[config.mk]
export PLATFORM = sky130hd
export DESIGN_NAME = tx_stream_engine
export DESIGN_NICKNAME = d
export VERILOG_FILES = /design/src/rtl/tx_stream_engine.sv
export SDC_FILE = /design/constraint.sdc
export NUM_CORES = 1
export LEC_CHECK = 0
export BUFFER_PORTS_ARGS = -buffer_cell sky130_fd_sc_hd__buf_4
export CORE_MARGIN = 2
export CORE_UTILIZATION = 45
export CTS_BUF_LIST = sky130_fd_sc_hd__clkbuf_4
export CTS_CLUSTER_SIZE = 16
export DETAILED_ROUTE_END_ITERATION = 7
export PLACE_DENSITY = 0.66
export SYNTH_ARGS = -nofsm -noshare
export SYNTH_HDL_FRONTEND = slang
export SYNTH_SLANG_ARGS = --single-unit
[constraint.sdc]
create_clock -name clk -period 2.9 [get_ports clk]
set_input_delay 0.58 -clock clk [delete_from_list [all_inputs] [get_ports clk]]
set_output_delay 0.58 -clock clk [all_outputs]
set_load 0.03 [all_outputs]
[src/rtl/tx_stream_engine.sv]
// tx_stream_engine: streams one computed byte per element pair to the UART TX.
// Ports:
//   clk, rst (async, active-low)
//   action[5:0]   one-hot command ([0]=A [1]=B [2]=SUM [3]=AVG [4]=DIFF [5]=ABORT,
//                 6'b110000 = MAX)
//   mem_a, mem_b  operands read at address_out (one-cycle read latency)
//   tx_busy       UART transmitting
//   tx_start      one-cycle start pulse to the UART
//   data_out      registered byte to transmit
//   address_out   element index
//   busy          command in progress
//   done          one-cycle pulse when a command ends (normal or aborted)
module tx_stream_engine #(
    parameter int DATA_W     = 8,
    parameter int N_ELEM     = 4,
    parameter int ADDR_W     = 10,
    parameter int GAP_CYCLES = 3
) (
    input  logic              clk,
    input  logic              rst,
    input  logic [5:0]        action,
    input  logic [DATA_W-1:0] mem_a,
    input  logic [DATA_W-1:0] mem_b,
    input  logic              tx_busy,
    output logic              tx_start,
    output logic [DATA_W-1:0] data_out,
    output logic [ADDR_W-1:0] address_out,
    output logic              busy,
    output logic              done
);

    localparam int GAP_W = (GAP_CYCLES > 1) ? $clog2(GAP_CYCLES) : 1;
    localparam logic [GAP_W-1:0]  GAP_LAST  = GAP_W'(GAP_CYCLES - 1);
    localparam logic [ADDR_W-1:0] LAST_ADDR = ADDR_W'(N_ELEM - 1);

    typedef enum logic [2:0] {
        IDLE,
        GAP,
        START,
        WAIT_ACK,
        WAIT_TX
    } state_t;

    typedef enum logic [2:0] {
        M_A,
        M_B,
        M_SUM,
        M_AVG,
        M_DIFF,
        M_MAX
    } mode_t;

    state_t            state;
    mode_t             mode;
    logic [GAP_W-1:0]  gap_cnt;
    logic              abort_flag;

    logic              cmd_ok;
    mode_t             cmd_mode;
    logic              is_abort;
    logic [DATA_W:0]   sum_ext;
    logic              a_ge_b;
    logic [DATA_W-1:0] diff;
    logic [DATA_W-1:0] result;

    assign is_abort = (action == 6'b100000);

    // Only exact command codes start a stream; MAX shares bit 4 with DIFF.
    always_comb begin
        cmd_ok   = 1'b1;
        cmd_mode = M_A;
        case (action)
            6'b000001: cmd_mode = M_A;
            6'b000010: cmd_mode = M_B;
            6'b000100: cmd_mode = M_SUM;
            6'b001000: cmd_mode = M_AVG;
            6'b010000: cmd_mode = M_DIFF;
            6'b110000: cmd_mode = M_MAX;
            default:   cmd_ok   = 1'b0;
        endcase
    end

    // The extra sum bit keeps the average exact for any operand pair.
    assign sum_ext = {1'b0, mem_a} + {1'b0, mem_b};
    assign a_ge_b  = (mem_a >= mem_b);
    assign diff    = a_ge_b ? (mem_a - mem_b) : (mem_b - mem_a);

    always_comb begin
        result = mem_a;
        case (mode)
            M_A:     result = mem_a;
            M_B:     result = mem_b;
            M_SUM:   result = sum_ext[DATA_W-1:0];
            M_AVG:   result = sum_ext[DATA_W:1];
            M_DIFF:  result = diff;
            M_MAX:   result = a_ge_b ? mem_a : mem_b;
            default: result = mem_a;
        endcase
    end

    always_ff @(posedge clk or negedge rst) begin
        if (!rst) begin
            state       <= IDLE;
            mode        <= M_A;
            gap_cnt     <= '0;
            abort_flag  <= 1'b0;
            tx_start    <= 1'b0;
            data_out    <= '0;
            address_out <= '0;
            busy        <= 1'b0;
            done        <= 1'b0;
        end else begin
            tx_start <= 1'b0;
            done     <= 1'b0;
            case (state)
                IDLE: begin
                    if (cmd_ok) begin
                        mode        <= cmd_mode;
                        address_out <= '0;
                        busy        <= 1'b1;
                        gap_cnt     <= '0;
                        abort_flag  <= 1'b0;
                        state       <= GAP;
                    end
                end
                GAP: begin
                    if (is_abort) begin
                        state       <= IDLE;
                        done        <= 1'b1;
                        busy        <= 1'b0;
                        address_out <= '0;
                        abort_flag  <= 1'b0;
                    end else if (gap_cnt == GAP_LAST) begin
                        // Memory data for address_out has settled by now.
                        data_out <= result;
                        tx_start <= 1'b1;
                        state    <= START;
                    end else begin
                        gap_cnt <= gap_cnt + GAP_W'(1);
                    end
                end
                START: begin
                    if (is_abort) begin
                        abort_flag <= 1'b1;
                    end
                    state <= WAIT_ACK;
                end
                WAIT_ACK: begin
                    if (is_abort) begin
                        abort_flag <= 1'b1;
                    end
                    if (tx_busy) begin
                        state <= WAIT_TX;
                    end
                end
                WAIT_TX: begin
                    if (!tx_busy) begin
                        // An abort landing on the final edge still ends here.
                        if (address_out == LAST_ADDR || abort_flag || is_abort) begin
                            state       <= IDLE;
                            done        <= 1'b1;
                            busy        <= 1'b0;
                            address_out <= '0;
                            abort_flag  <= 1'b0;
                        end else begin
                            address_out <= address_out + ADDR_W'(1);
                            gap_cnt     <= '0;
                            state       <= GAP;
                        end
                    end else if (is_abort) begin
                        abort_flag <= 1'b1;
                    end
                end
                default: begin
                    state <= IDLE;
                end
            endcase
        end
    end

endmodule

==> impl_metrics.csv, run 1 <==
group,metric,value,unit
finish,layout-drive-gt1-share,0.179,
pwr,p_per_area,627,nW/um^2
sta,post-route-min-period,2.69,ns
finish,layout_commonest_cell,"buf_4",
floorplan,rows,29,
sta,skew,0.0127,ns
yosys,synth_compound_area_frac,0.274,
clock_network,htree_levels,2,
detailed_routing,drtIter0Drc,184,
floorplan,dieArea,7270,um^2
hold_path,hold_path.class,"primary input to asynchronous set/reset pin",
sta,slew-limit-headroom,0.710,
yosys,synth_mux_area_frac,0.0202,
placed_design,io_buffers,45,
clock_network,insertion_delay,0.34,ns
critical_path,crit_path_end_kind,"flop",
clock_network,ctsHoldBuffers,0,
yosys,syn_nets,437,
yosys,syn_area,2970,um^2
yosys,yosysWarnings,0,
status,status,"complete, no violations",
critical_path,startpoint,"mem_a[0]",
yosys,synth_xor_xnor_area_share,0.0295,
sta,grt_setup_unrepaired,"false",
sta,finalHoldViolCount,0,
global_route,antenna_found_initial,0,
placed_design,gp_congestion,0.884,
global_route,first_global_vias,2876,
yosys,syn_area_per_cell,7.74,um^2
finish,fin_nets,488,
detailed_routing,drc,0,
sta,fin_tns_setup,0,ns
detailed_routing,final_antenna_net_count,0,
sta,setup_violations,0,
critical_path,reg2reg_depth,5,
sta,hold-worst-slack,0.147,ns
yosys,synthFlopType,"dfrtp_1",
global_route,globalRouteOverflowTotal,0,
critical_path,reg2reg_setup_slack,0.49,ns
floorplan,ioPinCount,46,
sta,worst_pin_slew,0.435,ns
clock_network,numCtsBuffers,5,
yosys,ys_ff_latch,30,
detailed_routing,drt-total-wl,7840,um
floorplan,die_h,85.3,um
clock_network,clk_pin_slew,0.10,ns
sta,min_period_over_period,0.927,
yosys,yosysUniqueCellTypes,62,
floorplan,floorplan.initialDensity,0.466,
detailed_routing,vias_per_cell,5.82,
yosys,netlist.area_leader.share,0.253,
critical_path,crit_path_start_kind,"primary input",
flow_run,drv_cap,0,
global_route,grt_start_max_net_pins,31,
finish,final_cell_mix,"buf_4, nand2_1, inv_1, dfrtp_1, a21oi_1",
yosys,yosysTopAreaCell,"dfrtp_1",
yosys,synthSimpleGateAreaFrac,0.229,
critical_path,worstPathMaxFanout,5,
yosys,synth_top_family_by_area,"compound AO/OA/AOI/OAI gates",
critical_path,r2r_start,"address_out[3]",
pwr,ir_worst_vdd,0.404,mV
sta,fmax,372,MHz
floorplan,coreArea,6390,um^2
clock_network,post_cts_buffers,0,
yosys,synth_area_leaders,"dfrtp_1, ha_1, nand2_1",
clock_network,ctsRootBufferMaster,"clkbuf_4",
detailed_routing,vias,2988,
placed_design,hpwl,6160,um
finish,fin_util,0.552,
detailed_routing,firstDrtPassIters,6,
clock_network,cts_tree,"built",
critical_path,cp.required,3.10,ns
floorplan,die_w,85.3,um
yosys,yosys.area_share.adder,0.125,
yosys,ys_seq_area_frac,0.253,
finish,syn_to_final_growth,18.6,%
sta,final_max_slew_viol_count,0,
global_route,grt_pass1_wl,13300,um
yosys,synthCells,384,
detailed_routing,routedWlPerCell,15.3,um
critical_path,crit_arrival,2.88,ns
clock_network,cts_buffer_depth,2,
yosys,synth_async_sr_flop_share,1.00,
global_route,gr-usage-all-layers,0.222,
pwr,p_leak,1.68,nW
critical_path,critPathKind,"primary input to flop",
clock_network,cts_sinks,30,
yosys,synth_edf_count,0,
clock_network,post_cts_resized,0,
finish,diodes,0,
metrics by stage:
step | std cells | power (mW) | setup slack [ns] | cell area, um^2
floorplan | 384 | 1.46 | 0.277 | 2970
global placement | 505 | 1.86 | 0.0165 | 3450
detailed placement | 505 | 1.89 | -0.119 | 3450
CTS | 513 | 2.23 | 0.208 | 3530
global route | 513 | 2.38 | 0.00771 | 3530
finish | 513 | 2.21 | 0.213 | 3530
layer usage:
layer  vias up  GRT usage  part of all wire
met4         0     0.0592             0.011
met5         -          0                 0
met3        10     0.0302             0.050
met2        94      0.379              0.48
met1      1409      0.297              0.45
li1       1475          -                 -
cell type report:
class / count / area, um^2
inverters: 36 / 135
repair buffers: 60 / 450
flip-flops and latches: 30 / 751
well taps: 77 / 96.3
clock inverters: 3 / 40.0
clock buffers: 5 / 37.5
fillers: 622 / 2860
multi-input cells: 302 / 2020
Yosys cell counts, drive strengths merged, types with 6 or more instances:
cell type	instances
a21oi	29
nand2b	11
xnor2	8
mux2i	6
clkbuf	12
nor2b	11
o21ai	38
dfrtp	30
nand3	13
nor2	28
inv	36
ha	25
nand2	42
nor3	8
a31oi	6
o31ai	7
critical path, cell delays in order:
cell and delay [ns]:
buf_4 0.13, inv_1 0.05, ha_1 0.16, inv_1 0.05
fa_1 0.38, a21o_1 0.19, a21oi_1 0.25, o22a_1 0.31
mux2i_1 0.20, o21ai_0 0.10, o41ai_1 0.36, nand3_1 0.13
cells by family (layout without fill, tap and decap cells):
group,after synthesis,count (layout)
mux,6,6
fa+ha+maj,28,28
xor+xnor,10,10
flops,30,30
buf+inv,52,104
compound gates,122,122
simple gates,136,136
worst paths after layout:
check / end
min in group clk: gap_cnt[0]
hold / removal: address_out[9]
max in group asynchronous: mode[0]
setup reg to reg: address_out[6]
setup / recovery: data_out[7]
hold reg to reg: gap_cnt[0]
state kept, by name, summed over array words and instances, names as in the netlist:
name / count
state: 3
data_out: 8
gap_cnt: 2
abort_flag: 1
busy: 1
mode: 3
done: 1
tx_start: 1
address_out: 10
where the power goes:
part	internal [mW]	switching (mW)	total (mW)
Sequential	0.536	0.144	0.680
Combinational	0.491	0.711	1.20
Clock	0.178	0.151	0.329
No activity file was read; power rests on OpenSTA's default activity.
==> run 2, diff against run 1 <==
--- a/config.mk
+++ b/config.mk
@@ -6,8 +6,8 @@
 export NUM_CORES = 1
 export LEC_CHECK = 0
+export ABC_CLOCK_PERIOD_IN_PS = 2900
 export BUFFER_PORTS_ARGS = -buffer_cell sky130_fd_sc_hd__buf_4
 export CORE_MARGIN = 2
 export CORE_UTILIZATION = 45
-export CTS_BUF_LIST = sky130_fd_sc_hd__clkbuf_4
 export CTS_CLUSTER_SIZE = 16
 export DETAILED_ROUTE_END_ITERATION = 7
==> constraint.sdc (replaced) <==
create_clock -name clk -period 2.9 [get_ports clk]
set_input_delay 0.29 -clock clk [delete_from_list [all_inputs] [get_ports clk]]
set_output_delay 0.29 -clock clk [all_outputs]
set_load 0.03 [all_outputs]
==> impl_metrics.csv, run 2 (synthesized netlist as in run 1, its figures left out) <==
group,metric,value,unit
hold_path,min_to,"state[2]",
finish,layout_commonest_cell,"buf_4",
finish,final_cell_mix,"buf_4, nand2_1, inv_1, dfrtp_1, a21oi_1",
critical_path,crit_path_start_kind,"primary input",
finish,top_register,"address_out",
clock_network,post_cts_buffers,0,
sta,grt_setup_unrepaired,"false",
detailed_routing,routedWlPerCell,15.2,um
placed_design,io_buffers,45,
sta,fin_tns_setup,0,ns
clock_network,clk_pin_slew,0.07,ns
pwr,ir_worst_vdd,0.369,mV
floorplan,floorplan.initialDensity,0.466,
detailed_routing,drc,0,
floorplan,coreArea,6390,um^2
detailed_routing,drt-total-wl,7640,um
critical_path,max_stage_delay,0.52,ns
finish,largestRegisters,"address_out: 10 flops, data_out: 8 flops",
sta,skew,0.00322,ns
sta,final_max_slew_viol_count,0,
sta,min_period_over_period,0.845,
status,status,"complete, no violations",
critical_path,crit_slowest_cell,"a21oi_1",
floorplan,ioPinCount,46,
critical_path,cp_top_family,"compound AO/OA/AOI/OAI gates",
critical_path,cp.required,3.11,ns
detailed_routing,drtIter0Drc,173,
detailed_routing,vias_per_cell,5.79,
placed_design,hpwl,5730,um
critical_path,reg2reg_setup_slack,0.52,ns
hold_path,min_path_cells,2,
critical_path,crit_chain,"buf_4 > inv_1 > ha_1 > inv_1 > fa_1 > a21o_1 > a21oi_1 > o21ai_1 > a21oi_1 > a222oi_1 > a31oi_1",
finish,layout-drive-gt1-share,0.157,
clock_network,cts_sinks,30,
floorplan,die_w,85.3,um
detailed_routing,final_antenna_net_count,0,
sta,fmax,408,MHz
finish,syn_to_final_growth,16.9,%
hold_path,worstHoldStart,"tx_busy",
global_route,first_global_vias,2751,
sta,worst_pin_slew,0.554,ns
pwr,p_per_area,632,nW/um^2
global_route,globalRouteOverflowTotal,0,
finish,fin_nets,479,
floorplan,die_h,85.3,um
sta,slew-limit-headroom,0.628,
global_route,grt_start_max_net_pins,31,
critical_path,reg2reg_depth,5,
floorplan,dieArea,7270,um^2
clock_network,ctsRootBufferMaster,"clkbuf_8",
global_route,grt_pass1_wl,12800,um
sta,post-route-min-period,2.45,ns
pwr,p_leak,1.64,nW
global_route,gr-usage-all-layers,0.216,
hold_path,hold_path.class,"primary input to flop",
placed_design,gp_congestion,0.891,
finish,largest_reg_flops,10,
floorplan,rows,29,
sta,finalHoldViolCount,0,
flow_run,drv_cap,0,
clock_network,cts_tree,"built",
detailed_routing,firstDrtPassIters,5,
critical_path,crit_path_end_kind,"flop",
critical_path,worstPathMaxFanout,7,
critical_path,r2r_start,"address_out[3]",
global_route,antenna_found_initial,0,
clock_network,insertion_delay,0.28,ns
critical_path,timing.rr.end,"address_out[6]",
finish,diodes,0,
finish,fin_util,0.544,
clock_network,cts_buffer_depth,2,
critical_path,crit_buf_inv,3,
critical_path,critPathKind,"primary input to flop",
detailed_routing,vias,2920,
clock_network,numCtsBuffers,5,
clock_network,htree_levels,2,
sta,setup_violations,0,
critical_path,crit_arrival,2.66,ns
[run 2: cell types whose count changed in the layout (fill, tap and decap cells not counted)]
cell,change
clkbuf_4,-5
clkinv_2,-1
clkbuf_8,+6
buf_4,-10
bufinv_16,-1
dlygate4sd3_1,+1
clkbuf_1,+1
[run 2: how the worst max path moves through the flow]
stage / startpoint / end / cells after the start
detailed placement: mem_a[0] / data_out[1] / 11
CTS: mem_a[0] / data_out[1] / 11
global placement: mem_a[0] / data_out[6] / 11
global route: mem_a[0] / data_out[7] / 12
finish: mem_a[0] / data_out[1] / 11
floorplan: mem_a[0] / data_out[7] / 11
[run 2: through the flow]
stage | hold WS, ns | total power, mW | area, um^2 | std cells | setup WS (ns)
floorplan | -0.00559 | 1.46 | 2970 | 384 | 0.567
global placement | 0.247 | 1.82 | 3370 | 495 | 0.224
detailed placement | 0.244 | 1.83 | 3370 | 495 | 0.174
CTS | 0.287 | 2.20 | 3470 | 504 | 0.483
global route | 0.297 | 2.37 | 3470 | 504 | 0.244
finish | 0.296 | 2.20 | 3470 | 504 | 0.450
[run 2: layout make-up]
type,count,area [um^2]
Tap cell,77,96.3
Clock buffer,7,86.3
Timing Repair Buffer,51,385
Multi-Input combinational cell,302,2020
Clock inverter,1,5.00
Sequential cell,30,751
Inverter,36,135
Fill cell,631,2910
[run 2: worst reg2reg max path, stage by stage (launching register included)]
cell	delay [ns]
dfrtp_1	0.46
or4_1	0.56
o31ai_1	0.38
or2_2	0.33
or2_1	0.39
o21ai_1	0.12
[run 2: where the power goes]
group,internal [mW],switching (mW),total (mW)
Combinational,0.453,0.696,1.15
Sequential,0.537,0.152,0.690
Clock,0.191,0.166,0.357
Total,1.18,1.01,2.20
[run 2: metal layers]
metal  GRT usage  vias up  part of all wire
met5           0        -                 0
met4      0.0678        0             0.013
met3      0.0370       11             0.052
met2       0.346       74              0.47
met1       0.299     1375              0.46
li1            -     1460                 -
[run 2: what timing repair did]
item,in CTS,in global routing
hold buffers,1,0
hold endpoints to repair,30,0
resized for setup,0,0
